## src/rtl/contador_gray_param_pkg.sv

```systemverilog
// contador_gray_param_pkg: shared width/saturation defaults and range limits for the Gray counter and its bench
package contador_gray_param_pkg;
  localparam int DEF_WIDTH = 5;
  localparam int DEF_SATURATE = 0;
  localparam int MIN_WIDTH = 2;
  localparam int MAX_WIDTH = 16;
  typedef enum logic {DIR_DOWN = 1'b0, DIR_UP = 1'b1} dir_e;
endpackage

```

## src/rtl/contador_gray_param_if.sv

```systemverilog
// contador_gray_param_if: control inputs and count outputs of the Gray counter
interface contador_gray_param_if
  import contador_gray_param_pkg::*;
#(
  parameter int WIDTH = DEF_WIDTH
);
  logic             enable;
  logic             up_down;
  logic             load;
  logic [WIDTH-1:0] valor_carga;
  logic [WIDTH-1:0] salida_gray;
  logic [WIDTH-1:0] salida_bin;
  logic             terminal;
  logic             vuelta;
  modport master (
    output enable, up_down, load, valor_carga,
    input  salida_gray, salida_bin, terminal, vuelta
  );
  modport slave (
    input  enable, up_down, load, valor_carga,
    output salida_gray, salida_bin, terminal, vuelta
  );
endinterface

```

## src/rtl/contador_gray_param_bin_a_gray.sv

```systemverilog
// bin_a_gray: combinational binary-to-Gray conversion
module bin_a_gray #(
  parameter int WIDTH = 5
) (
  input  logic [WIDTH-1:0] bin_i,
  output logic [WIDTH-1:0] gray_o
);
  assign gray_o = bin_i ^ (bin_i >> 1);
endmodule

```

## src/rtl/contador_gray_param.sv

```systemverilog
// contador_gray_param: loadable up/down binary counter with registered Gray output, wrap pulse and optional saturation
module contador_gray_param
  import contador_gray_param_pkg::*;
#(
  parameter int WIDTH = DEF_WIDTH,
  parameter int SATURATE = DEF_SATURATE
) (
  input logic clk,
  input logic reset,
  contador_gray_param_if.slave bus
);
  logic [WIDTH-1:0] bin_q, bin_d, gray_q, gray_d;
  logic             vuelta_q, vuelta_d;
  logic             terminal, step;
  assign terminal = (bus.up_down == DIR_UP) ? &bin_q : ~|bin_q;
  // a saturating counter simply refuses to step off either end
  assign step = bus.enable && !((SATURATE != 0) && terminal);
  always_comb begin
    bin_d    = bus.load ? bus.valor_carga
             : step ? ((bus.up_down == DIR_UP) ? bin_q + 1'b1 : bin_q - 1'b1)
             : bin_q;
    vuelta_d = !bus.load && step && terminal;
  end
  bin_a_gray #(.WIDTH(WIDTH)) u_bin_a_gray (
    .bin_i (bin_d),
    .gray_o(gray_d)
  );
  always_ff @(posedge clk) begin
    if (reset) begin
      bin_q    <= '0;
      gray_q   <= '0;
      vuelta_q <= 1'b0;
    end else begin
      bin_q    <= bin_d;
      gray_q   <= gray_d;
      vuelta_q <= vuelta_d;
    end
  end
  assign bus.salida_bin  = bin_q;
  assign bus.salida_gray = gray_q;
  assign bus.vuelta      = vuelta_q;
  assign bus.terminal    = terminal;
endmodule
```

## src/flat_wrapper.sv

```systemverilog
// flat-port wrapper written by rule: the top's interface ports become plain ports
module contador_gray_param_flat import contador_gray_param_pkg::*;
#(
  parameter int WIDTH = DEF_WIDTH,
  parameter int SATURATE = DEF_SATURATE
)
  (clk, reset, bus_enable, bus_up_down, bus_load, bus_valor_carga, bus_salida_gray, bus_salida_bin, bus_terminal, bus_vuelta);
  contador_gray_param_if #(.WIDTH(WIDTH)) bus_i ();
  input logic clk;
  input logic reset;
  input wire logic [$bits(bus_i.enable)-1:0] bus_enable;
  input wire logic [$bits(bus_i.up_down)-1:0] bus_up_down;
  input wire logic [$bits(bus_i.load)-1:0] bus_load;
  input wire logic [$bits(bus_i.valor_carga)-1:0] bus_valor_carga;
  output wire logic [$bits(bus_i.salida_gray)-1:0] bus_salida_gray;
  output wire logic [$bits(bus_i.salida_bin)-1:0] bus_salida_bin;
  output wire logic [$bits(bus_i.terminal)-1:0] bus_terminal;
  output wire logic [$bits(bus_i.vuelta)-1:0] bus_vuelta;
  assign bus_i.enable = bus_enable;
  assign bus_i.up_down = bus_up_down;
  assign bus_i.load = bus_load;
  assign bus_i.valor_carga = bus_valor_carga;
  assign bus_salida_gray = bus_i.salida_gray;
  assign bus_salida_bin = bus_i.salida_bin;
  assign bus_terminal = bus_i.terminal;
  assign bus_vuelta = bus_i.vuelta;
  contador_gray_param #(.WIDTH(WIDTH), .SATURATE(SATURATE)) u_core (.clk(clk), .reset(reset), .bus(bus_i));
endmodule
```

## config.mk

```make
export PLATFORM = sky130hd
export DESIGN_NAME = contador_gray_param_flat
export DESIGN_NICKNAME = d
export VERILOG_FILES = /design/src/rtl/contador_gray_param_pkg.sv /design/src/rtl/contador_gray_param_if.sv /design/src/rtl/contador_gray_param_bin_a_gray.sv /design/src/rtl/contador_gray_param.sv /design/src/flat_wrapper.sv
export SDC_FILE = /design/constraint.sdc
export NUM_CORES = 1
export LEC_CHECK = 0
export CORE_ASPECT_RATIO = 0.7
export CORE_MARGIN = 5
export CORE_UTILIZATION = 25
export CTS_CLUSTER_DIAMETER = 200
export DETAILED_ROUTE_END_ITERATION = 16
export DONT_BUFFER_PORTS = 1
export PLACE_DENSITY = 0.5
export REMOVE_ABC_BUFFERS = 1
export SLEW_MARGIN = 20
export SYNTH_ARGS = -nofsm -noshare
export SYNTH_HDL_FRONTEND = slang
export SYNTH_SLANG_ARGS = --single-unit
```

## constraint.sdc

```tcl
create_clock -name clk -period 5.65 [get_ports clk]
set_input_delay 1.13 -clock clk [delete_from_list [all_inputs] [get_ports clk]]
set_output_delay 1.13 -clock clk [all_outputs]
set_load 0.05 [all_outputs]
```

==> run summary, run 1 <==
TritonRoute pass-1 iters = 4
Post-CTS Setup Bufs = 0
gr ovfl total = 0
Worst-Margin Slew = 1.01 ns
Clock Skews = 0.00140 ns
GPL Wtd Cong = 0.705
Post-CTS Resized = 0
fillers = 274
HPWL Detailed = 1.17 mm
max_cap viols = 0
Core ar. = 0.00253 mm2
Clock Power Share = 35.2%
max incr delay on CP = 0.89 ns
placed cell count = 101
Rows = 15
Crit path max-delay family = compound AO/OA/AOI/OAI gates
Post-Syn Area = 681 um2
Cells after Synth = 70
vias in the first global route = 451
CTS Root Cell = clkbuf_8
Starting Density = 26.9%
fin cells = 105
CTS Hold Bufs = 0
critical path arrival = 2.12 ns
most frequent cells in the layout = dfxtp_1, nor2_1, xnor2_1
yosys warns = 0
DIE WIDTH = 72.4 um
Setup Viol. Count Final = 0
Vias = 492
port bufs = 0
TritonCTS buffer count = 3
H-tree depth = 1
status = completed
DR WL/cell = 13.8 um
die area = 0.00388 mm2
initial antenna violation count = 0
CTS tree = built
Tcrit/Tclk final = 57.5%
post-route ant nets = 0
Slew Limit Fails = 0
leading cell type in the layout, fill and taps excluded = dfxtp_1
clk sinks = 10
Worst-Skew Late Latency = 0.24 ns
Fin. Hold Viols = 0
Die Y-Extent = 53.7 um
initial detailed-routing violation count = 20
Psw = 91.5 uW
nature of the critical path endpoint = output port
data required time of the worst path = 4.52 ns
WP buf/inv = 1
hold crit path type = reg2reg
final net count = 86
# diodes = 0
Sw Ratio = 35.7%
critical path launch point type = input port
register area share after synthesis = 29.4%
static leakage = 0.000278 uW
power share of the sequential group = 43.0%
first-pass GRT wire length = 2.17 mm
pwr/cell area = 343 mW/mm2
Remaining DRCs = 0
TNS Setup = 0 ns
clk slew on worst S/H paths = 0.05 ns
CP max-delay cell = o31ai_2
crit path max fanout = 7
Logic pwr share = 21.9%
max_slew headroom = 32.3%
gr usage total = 7.78%
Via density = 4.69
Layout area overhead = 9.74%
Max Root-Sink Buffers = 2
Post-Route WL = 1.45 mm
fmax = 308 MHz
maximum vdd drop = 0.134 mV
Crit Path Class = in2out
cell chain of the critical path = inv_1 -> o31ai_2
RSZ-0062 raised after global routing = false
syn_area_per_cell = 9.72 um2
largest net degree at the start of global routing = 14
layout cells sized above 1 = 22.5%
internal cell power = 165 uW
Synth cell types = 36
Seq cells post-synth = 10
Ports = 22
Tmin final = 3.25 ns
-- path summary, 6_finish.rpt --
check / start / slack (ns) / cells past startpoint / to
setup reg to reg: u_core.bus.salida_bin[1]$_SDFF_PP0_ / 3.18 / 7 / u_core.bus.salida_gray[3]$_SDFF_PP0_
hold reg to reg: u_core.bus.salida_gray[4]$_SDFF_PP0_ / 0.93 / 3 / u_core.bus.salida_gray[4]$_SDFF_PP0_
hold / removal: u_core.bus.salida_gray[4]$_SDFF_PP0_ / 0.93 / 3 / u_core.bus.salida_gray[4]$_SDFF_PP0_
setup / recovery: bus_up_down / 2.40 / 2 / bus_terminal
-- cells in the mapped netlist, drive strengths merged --
master   count  area share [%]
dfxtp       10              29
nor2        10             5.9
xnor2        5             6.4
buf          3             4.4
ha           3             5.5
inv          3             1.7
mux2i        3             6.8
nand3        3             2.2
nor3         3             2.9
nor3b        3             3.3
a21oi        2             2.0
mux2         2             3.9
nand2        2             1.1
nand2b       2             1.8
nor4         2             1.8
o21ai        2             2.0
a2111oi      1             4.0
a22oi        1             1.1
a31oi        1            0.92
clkbuf       1             2.0
clkinv       1            0.73
fa           1             2.9
nand4        1            0.92
nor4bb       1             1.5
o21bai       1             1.1
o2bb2ai      1             1.3
o31ai        1             1.1
or2b         1             1.1
-- sequential cells by signal (all words and copies together), names as in the netlist --
signal / cells
u_core.bus.salida_bin: 4
u_core.bus.salida_gray: 5
u_core.bus.vuelta: 1
-- routing by layer --
metal | vias to the layer above | GRT usage, % | share of wire [%]
li1 | 247 | - | -
met3 | 0 | 5.60 | 11
met1 | 224 | 10.2 | 51
met2 | 21 | 9.97 | 37
met4 | 0 | 1.88 | 0
met5 | - | 0 | 0
-- metrics by stage --
stage / hold WS (ns) / util, % / setup slack, ns / total power (uW) / area, um2
4_1_cts: 0.920 / 29.5 / 2.39 / 259 / 747
6_report: 0.928 / 29.5 / 2.40 / 257 / 747
2_1_floorplan: 0.944 / - / 2.04 / 158 / 637
3_3_place_gp: 0.899 / 27.3 / 2.40 / 168 / 692
3_5_place_dp: 0.912 / 27.3 / 2.39 / 169 / 692
5_1_grt: 0.950 / 29.5 / 2.33 / 269 / 747
-- logic make-up (layout without fill, tap and decap cells) --
family / Yosys count / in the layout / share of synthesized area, %
buffers and inverters: 8 / 9 / 8.82
AO/OA/AOI/OAI: 10 / 10 / 13.6
multiplexers: 5 / 5 / 10.7
XOR/XNOR: 5 / 5 / 6.43
AND/OR/NAND/NOR: 28 / 28 / 22.6
adder cells (fa/ha/maj): 4 / 4 / 8.46
flip-flops: 10 / 10 / 29.4
-- layout make-up --
type                            count  area (um2)  area share, %
Clock buffer                        4        55.1           7.37
Timing Repair Buffer                1        7.51           1.01
Tap cell                           34        42.5           5.70
Inverter                            4        16.3           2.18
Multi-Input combinational cell     52         425           57.0
Sequential cell                    10         200           26.8
-- power groups by stage --
stage          Clock, uW  Sequential, uW  Combinational [uW]
6_report            90.2             110                56.1
3_5_place_dp           0             112                56.5
3_3_place_gp           0             112                56.1
4_1_cts             91.4             111                56.7
2_1_floorplan          0             115                43.5
5_1_grt             95.9             111                61.9
No activity file was read; power rests on OpenSTA's default activity.
==> inputs of run 2 (changes only) <==
- PLACE_DENSITY: 0.5 -> 0.52
- clock period: 5.65 -> 2.8 ns (I/O delays scaled with it)
==> run 2 against run 1 <==
  * Clock-buffer cell count unchanged
  * Register-to-register slack got worse by 2.5 ns
  * Clock power increased by 97%
  * Critical path depth increased by 1
  * Sequential power increased by 87%
  * Hold slack got worse by 0.54 ns
  * Global-route usage increased by 1.2 points
  * Highest routed layer is now met4
==> run summary, run 2 (synthesis gave the netlist of run 1 again) <==
status = completed
final net count = 90 (+4.7%)
clk slew on worst S/H paths = 0.05 ns (about the same)
Worst-Skew Late Latency = 0.23 ns (about the same)
Clock Skews = 0.00232 ns (+0.000922 ns)
Placement Setup Slack = 0.618 ns (-1.77 ns)
Critical Path End = bus_terminal
H-tree depth = 1 (unchanged)
fin cells = 109 (+3.8%)
DIE WIDTH = 72.4 um (unchanged)
Rows = 15 (unchanged)
CTS Hold Bufs = 0 (unchanged)
Post-CTS Resized = 0 (unchanged)
data required time of the worst path = 2.24 ns (-2.28 ns)
GPL Wtd Cong = 0.873 (+24%)
first-pass GRT wire length = 2.58 mm (+19%)
hold crit path type = in2reg
max_slew headroom = 59.7% (+27 points)
critical path arrival = 1.59 ns (-0.53 ns)
vias in the first global route = 558 (+24%)
max_cap viols = 0 (unchanged)
Setup Viol. Count Final = 0 (unchanged)
gr usage total = 8.99% (+1.2 points)
pwr/cell area = 674 mW/mm2 (+96%)
initial detailed-routing violation count = 14 (-30%)
clk sinks = 10 (unchanged)
Critical R2R Launch = u_core.bus.salida_bin[3]$_SDFF_PP0_
nature of the critical path endpoint = output port
DR WL/cell = 14.6 um (+6.3%)
most frequent cells in the layout = dfxtp_1, nor2_1, xnor2_1, buf_4, clkbuf_8
static leakage = 0.000298 uW (+7.5%)
CTS tree = built
# diodes = 0 (unchanged)
Fin. Hold Viols = 0 (unchanged)
CTS Root Cell = clkbuf_8
Crit Path Class = reg2out
CP startpoint = u_core.bus.salida_bin[3]$_SDFF_PP0_
Final Worst Setup Slack = 0.654 ns (-1.75 ns)
Die Y-Extent = 53.7 um (unchanged)
Core ar. = 0.00253 mm2 (unchanged)
Worst-Margin Slew = 0.603 ns (-0.406 ns)
initial antenna violation count = 0 (unchanged)
Post-Route WL = 1.59 mm (+10%)
largest net degree at the start of global routing = 14 (unchanged)
reg-to-reg endpoint = u_core.bus.salida_gray[3]$_SDFF_PP0_
Slew Limit Fails = 0 (unchanged)
layout cells sized above 1 = 26.7% (+4.1 points)
leading cell type in the layout, fill and taps excluded = dfxtp_1
Tcrit/Tclk final = 76.6%
maximum vdd drop = 0.334 mV (+150%)
Via density = 4.74 (+1.2%)
Worst R2R Path Depth = 5 (-2)
TritonRoute pass-1 iters = 4 (unchanged)
post-route ant nets = 0 (unchanged)
port bufs = 0 (unchanged)
crit path max fanout = 5 (-2)
critical path launch point type = flop
placed cell count = 105 (+4.0%)
RSZ-0062 raised after global routing = false
HPWL Detailed = 1.31 mm (+12%)
Post-CTS Setup Bufs = 0 (unchanged)
Vias = 517 (+5.1%)
die area = 0.00388 mm2 (unchanged)
Layout area overhead = 14.2%
fmax = 466 MHz
total power = 524 uW (+100%)
Tmin final = 2.15 ns
Starting Density = 26.9% (unchanged)
gr ovfl total = 0 (unchanged)
Max Root-Sink Buffers = 2 (unchanged)
Ports = 22 (unchanged)
R2R Setup Slk = 0.73 ns (-2.45 ns)
max reg flops = 5 (unchanged)
TritonCTS buffer count = 3 (unchanged)
Remaining DRCs = 0 (unchanged)
[run 2: critical path, cell delays in order, from the launching register on]
cell and delay, ns:
dfxtp_1 0.70, nand4_1 0.19, o31ai_2 0.22, buf_4 0.24
[run 2: worst min-delay path by stage]
stage	to	start	cells past startpoint	slack, ns
final	u_core.bus.salida_bin[2]$_SDFF_PP0_	reset	1	0.39
after global routing	u_core.bus.salida_gray[4]$_SDFF_PP0_	reset	1	0.38
after CTS	u_core.bus.salida_bin[2]$_SDFF_PP0_	reset	1	0.39
after detailed placement	u_core.bus.salida_gray[4]$_SDFF_PP0_	reset	1	0.63
after global placement	u_core.bus.salida_gray[2]$_SDFF_PP0_	reset	1	0.63
after floorplan	u_core.bus.salida_gray[4]$_SDFF_PP0_	reset	1	0.63
[run 2: metal layers]
layer | vias to the layer above | part of all wire, % | global-route usage [%]
li1 | 256 | - | -
met1 | 240 | 49 | 11.3
met2 | 19 | 42 | 14.0
met3 | 2 | 7.8 | 4.29
met4 | 0 | 0.82 | 1.88
met5 | - | 0 | 0
[run 2: area by class of cell]
cell class	instances	area, um2
repair buffers	5	37.5
multi-input cells	52	425
fillers	274	1760
inverters	4	16.3
well taps	34	42.5
flip-flops and latches	10	200
clock buffers	4	55.1
[run 2: where the power goes]
part / leakage (uW) / switching [uW] / total (uW) / internal [uW]
clock: 0.0000288 / 54.4 / 178 / 123
sequential: 0.0000829 / 47.5 / 206 / 159
combinational: 0.000187 / 82.4 / 140 / 57.3
[run 2: stage by stage]
step | area, um2 | TNS [ns] | utilization (%) | hold slack (ns)
3_3_place_gp | 722 | 0 | 28.5 | 0.634
5_1_grt | 777 | 0 | 30.7 | 0.385
3_5_place_dp | 722 | 0 | 28.5 | 0.634
2_1_floorplan | 637 | -0.194 | - | 0.629
4_1_cts | 777 | 0 | 30.7 | 0.386
6_report | 777 | 0 | 30.7 | 0.391
